**config.mk**
```make
export PLATFORM = sky130hd
export DESIGN_NAME = approx_divider
export DESIGN_NICKNAME = d
export VERILOG_FILES = /design/src/rtl/approx_divider.sv
export SDC_FILE = /design/constraint.sdc
export NUM_CORES = 1
export LEC_CHECK = 0
export CAP_MARGIN = 15
export CORE_UTILIZATION = 65
export DETAILED_ROUTE_END_ITERATION = 8
export DONT_BUFFER_PORTS = 1
export PLACE_DENSITY = 0.82
export SLEW_MARGIN = 20
export SYNTH_ARGS = -nofsm -noshare
export SYNTH_HDL_FRONTEND = slang
export SYNTH_SLANG_ARGS = --single-unit
```
**constraint.sdc**
```tcl
create_clock -name clk -period 5.5 [get_ports clk]
set_input_delay 0.275 -clock clk [delete_from_list [all_inputs] [get_ports clk]]
set_output_delay 0.275 -clock clk [all_outputs]
set_load 0.05 [all_outputs]
```
**src/rtl/approx_divider.sv**
```systemverilog
// approx_divider: multi-cycle restoring divider with valid/ready handshakes and optional self-check.
// Ports: clk, rst (async, active-high); in_valid/in_ready + dividend/divisor operand handshake;
// out_valid/out_ready + quotient/remainder/div_by_zero/check_err result handshake.
// Optional macro APPROX_DIVIDER_CHECK_EN enables the quotient*divisor+remainder self-check;
// when undefined check_err is tied to 0.
module approx_divider #(
    parameter int DIVIDEND_W = 15,
    parameter int DIVISOR_W  = 8
) (
    input  logic                  clk,
    input  logic                  rst,
    input  logic                  in_valid,
    output logic                  in_ready,
    input  logic [DIVIDEND_W-1:0] dividend,
    input  logic [DIVISOR_W-1:0]  divisor,
    output logic                  out_valid,
    input  logic                  out_ready,
    output logic [DIVIDEND_W-1:0] quotient,
    output logic [DIVISOR_W-1:0]  remainder,
    output logic                  div_by_zero,
    output logic                  check_err
);
    localparam int CW = $clog2(DIVIDEND_W + 1);
    typedef enum logic [1:0] {IDLE, CALC, DONE} state_t;
    state_t state, state_nx;
    logic [DIVIDEND_W-1:0] dq, dq_nx;
    logic [DIVISOR_W-1:0]  dvs;
    logic [DIVISOR_W:0]    pr, pr_sh, pr_nx;
    logic [CW-1:0]         cnt;
    logic                  ge, accept, last, zero;
    assign in_ready  = state == IDLE;
    assign out_valid = state == DONE;
    assign accept    = in_valid && in_ready;
    assign zero      = divisor == '0;
    assign last      = cnt == CW'(DIVIDEND_W - 1);
    // dq starts as the dividend and shifts out MSB-first while quotient bits shift in at the LSB
    assign pr_sh = {pr[DIVISOR_W-1:0], dq[DIVIDEND_W-1]};
    assign ge    = pr_sh >= {1'b0, dvs};
    assign pr_nx = ge ? pr_sh - {1'b0, dvs} : pr_sh;
    assign dq_nx = {dq[DIVIDEND_W-2:0], ge};
    always_ff @(posedge clk or posedge rst) begin
        if (rst) state <= IDLE;
        else     state <= state_nx;
    end
    always_comb begin
        state_nx = state;
        case (state)
            IDLE:    state_nx = accept ? (zero ? DONE : CALC) : IDLE;
            CALC:    state_nx = last ? DONE : CALC;
            DONE:    state_nx = out_ready ? IDLE : DONE;
            default: state_nx = IDLE;
        endcase
    end
    always_ff @(posedge clk or posedge rst) begin
        if (rst) begin
            dq          <= '0;
            dvs         <= '0;
            pr          <= '0;
            cnt         <= '0;
            quotient    <= '0;
            remainder   <= '0;
            div_by_zero <= 1'b0;
        end else if (accept) begin
            dq  <= dividend;
            dvs <= divisor;
            pr  <= '0;
            cnt <= '0;
            if (zero) begin
                quotient    <= '1;
                remainder   <= dividend[DIVISOR_W-1:0];
                div_by_zero <= 1'b1;
            end
        end else if (state == CALC) begin
            dq  <= dq_nx;
            pr  <= pr_nx;
            cnt <= cnt + 1'b1;
            if (last) begin
                quotient    <= dq_nx;
                remainder   <= pr_nx[DIVISOR_W-1:0];
                div_by_zero <= 1'b0;
            end
        end
    end
`ifdef APPROX_DIVIDER_CHECK_EN
    localparam int PW = DIVIDEND_W + DIVISOR_W + 1;
    logic [DIVIDEND_W-1:0] dvd0;
    logic [PW-1:0]         recon;
    assign recon = PW'(dq_nx) * PW'(dvs) + PW'(pr_nx);
    always_ff @(posedge clk or posedge rst) begin
        if (rst) begin
            dvd0      <= '0;
            check_err <= 1'b0;
        end else if (accept) begin
            dvd0 <= dividend;
            if (zero) check_err <= 1'b0;
        end else if (state == CALC && last) begin
            check_err <= (recon != PW'(dvd0)) || (pr_nx >= {1'b0, dvs});
        end
    end
`else
    assign check_err = 1'b0;
`endif
endmodule

```
==> impl_metrics.py <==
metrics = {
    "logic_synthesis": {
        "synth_top_area_frac": 0.516,
        "avgSynthCellArea_sq_um": 10.1,
        "mappedNetlistNets": 330,
        "synth.cell_area_sq_um": 2960,
        "yosysUniqueCellTypes": 44,
        "synth_xor_area_frac": 0.0148,
        "yosys_warnings": 0,
        "synthArstFlopShare": 1.00,
        "muxShareOfSynthArea": 0.0288,
        "synth_top_family_by_area": "compound AO/OA/AOI/OAI gates",
        "ys_seq_area_frac": 0.516,
        "synth_adder_area_share": 0.0490,
        "ys_ff_latch": 61,
        "synth_edf_count": 0,
        "synth_compound_area_frac": 0.218,
        "synthFlopType": "dfrtp_1",
        "synth_area_leaders": "dfrtp_1 (52%), nand2_1 (5.6%), ha_1 (4.2%), o22a_1 (4.1%), o21ai_0 (3.6%)",
        "synthSimpleGateAreaFrac": 0.124,
        "synth.largest_area_cell": "dfrtp_1",
        "syn_inst": 292,
    },
    "global_route": {
        "grt_max_degree": 62,
        "antenna_found_initial": 0,
        "grt_pass1_wl_um": 10400,
        "grt_usage": 0.279,
        "grt_pass1_vias": 2181,
        "grt_overflow_total": 0,
    },
    "timing": {
        "finalCritPeriodShare": 0.580,
        "fmax_mhz": 313,
        "tightest_slew_ns": 0.975,
        "final_hold_viol_count": 0,
        "tns_ns": 0,
        "max_slew_margin": 0.347,
        "finClkSkew_ns": 0.00678,
        "rsz0062_at_grt": "false",
        "fin_crit_ns": 3.19,
        "finalSetupViolCount": 0,
        "drv_slew": 0,
    },
    "critical_path": {
        "critical_path_class": "flop to flop",
        "endpoint_kind": "flop",
        "required_ns": 5.76,
        "cp-start-kind": "flop",
        "worstPathArrival_ns": 3.45,
        "worst-path-max-fanout": 28,
    },
    "detailed_routing": {
        "drt-vias-per-instance": 6.31,
        "drt_iter0_markers": 74,
        "drtAntennaViolNets": 0,
        "num_vias": 2188,
        "wirelength_um": 6210,
        "firstDrtPassIters": 5,
        "wire_per_inst_um": 17.9,
        "drc": 0,
    },
    "floorplan": {
        "start_util": 0.680,
        "pin_count": 54,
        "coreArea_sq_um": 4350,
        "die_h_um": 69.5,
        "rows": 24,
        "die_area_sq_um": 4830,
        "fp.dieW_um": 69.5,
    },
    "min_path": {
        "hp-class": "primary input to asynchronous set/reset pin",
    },
    "final_layout": {
        "layout.nets": 328,
        "syn2layout_area_growth_pct": 6.51,
        "diodes": 0,
        "final_cell_mix": "dfrtp_1 (61), nand2_1 (44), o21ai_0 (21)",
        "final_common_cell": "dfrtp_1",
        "drive_gt1_frac": 0.0983,
    },
    "clock_tree": {
        "cts_made_buffers": 9,
        "cts_resized": 0,
        "cts_hold_buf": 0,
        "clkLatencyLatePin_ns": 0.34,
        "cts_tree": "done",
        "ctsLongestPathBuffers": 2,
        "clock_sinks": 61,
        "postCtsSetupRepairBufs": 0,
        "root_buffer": "clkbuf_8",
        "clk_pin_slew_ns": 0.07,
        "h-tree-depth": 3,
    },
    "place": {
        "routabilityCongestion": 0.819,
        "hpwl_um": 4090,
        "portBuffers": 0,
    },
    "outcome": {
        "status": "complete, no violations",
    },
    "job": {
        "max-cap-violations": 0,
    },
}
[layout make-up]
class / instances / area (sq um)
clock buffers: 11 / 131
repair buffers: 2 / 15.0
well taps: 52 / 65.1
multi-input cells: 203 / 1290
clock inverters: 5 / 75.1
inverters: 13 / 48.8
flip-flops and latches: 61 / 1530
fillers: 321 / 1200
[cells by family after synthesis]
logic type               count (synthesis)
AND/OR/NAND/NOR                         85
buffers and inverters                   28
flip-flops                              61
multiplexers                             8
XOR/XNOR                                 5
other                                    1
AO/OA/AOI/OAI                           93
adder cells (fa/ha/maj)                 11
[sequential cells by signal, summed over array words and instances, names as in the netlist]
register and flops:
div_by_zero 1, dq 15, remainder 8, pr 8, cnt 4, quotient 15
state 2, dvs 8
[critical path, cell delays in order, from the launching register on]
cell and delay, ns:
dfrtp_1 0.44, nor2_1 0.78, nand2_1 0.81, o21ai_4 0.76, o22ai_1 0.18, a21oi_1 0.15
[routing by layer]
layer | share of wire | global-route usage | vias to the layer above
met2 | 0.48 | 0.439 | 87
met1 | 0.42 | 0.365 | 1056
met3 | 0.081 | 0.0858 | 14
met5 | 0 | 0 | -
li1 | - | - | 1031
met4 | 0.016 | 0.107 | 0
[Yosys cell counts (all sizes together) (2+ instances only)]
cell type and instances:
a211oi 5, a21o 3, a21oi 19, a22oi 9, a31oi 6, buf 8, clkbuf 7, dfrtp 61
ha 10, inv 13, mux2i 7, nand2 45, nand2b 2, nand3 7, nor2 21, nor2b 2
nor3 2, nor4 2, o21ai 25, o22a 15, o22ai 7, xnor2 2, xor2 3
[metrics by stage]
step | utilization | hold slack, ns | setup slack [ns] | cell area [sq um] | cells
2_1_floorplan | - | 0.380 | 3.29 | 2960 | 292
5_1_grt | 0.724 | 0.0622 | 2.03 | 3150 | 347
3_3_place_gp | 0.676 | 0.393 | 2.45 | 2950 | 331
3_5_place_dp | 0.676 | 0.393 | 2.34 | 2950 | 331
6_report | 0.724 | 0.0345 | 2.31 | 3150 | 347
4_1_cts | 0.724 | 0.0459 | 2.31 | 3150 | 347
[worst paths after layout]
path                            slack (ns)  depth (start not counted)                from                       end
worst min register to register        0.51                          2  dvs[0]$_DFFE_PP0P_        dvs[0]$_DFFE_PP0P_
max in group asynchronous             4.95                          2                 rst         dq[9]$_DFFE_PP0P_
worst max register to register        2.31                          5  state[0]$_DFF_PP0_  remainder[1]$_DFFE_PP0P_
min in group clk                      0.05                          2          divisor[0]        dvs[0]$_DFFE_PP0P_
worst min-delay path                  0.03                          2                 rst  remainder[5]$_DFFE_PP0P_
worst max-delay path                  2.31                          5  state[0]$_DFF_PP0_  remainder[1]$_DFFE_PP0P_
Power is left out: the tool's default activity adds up to more than one toggle a clock period on the data nets, which glitch-free logic cannot reach.
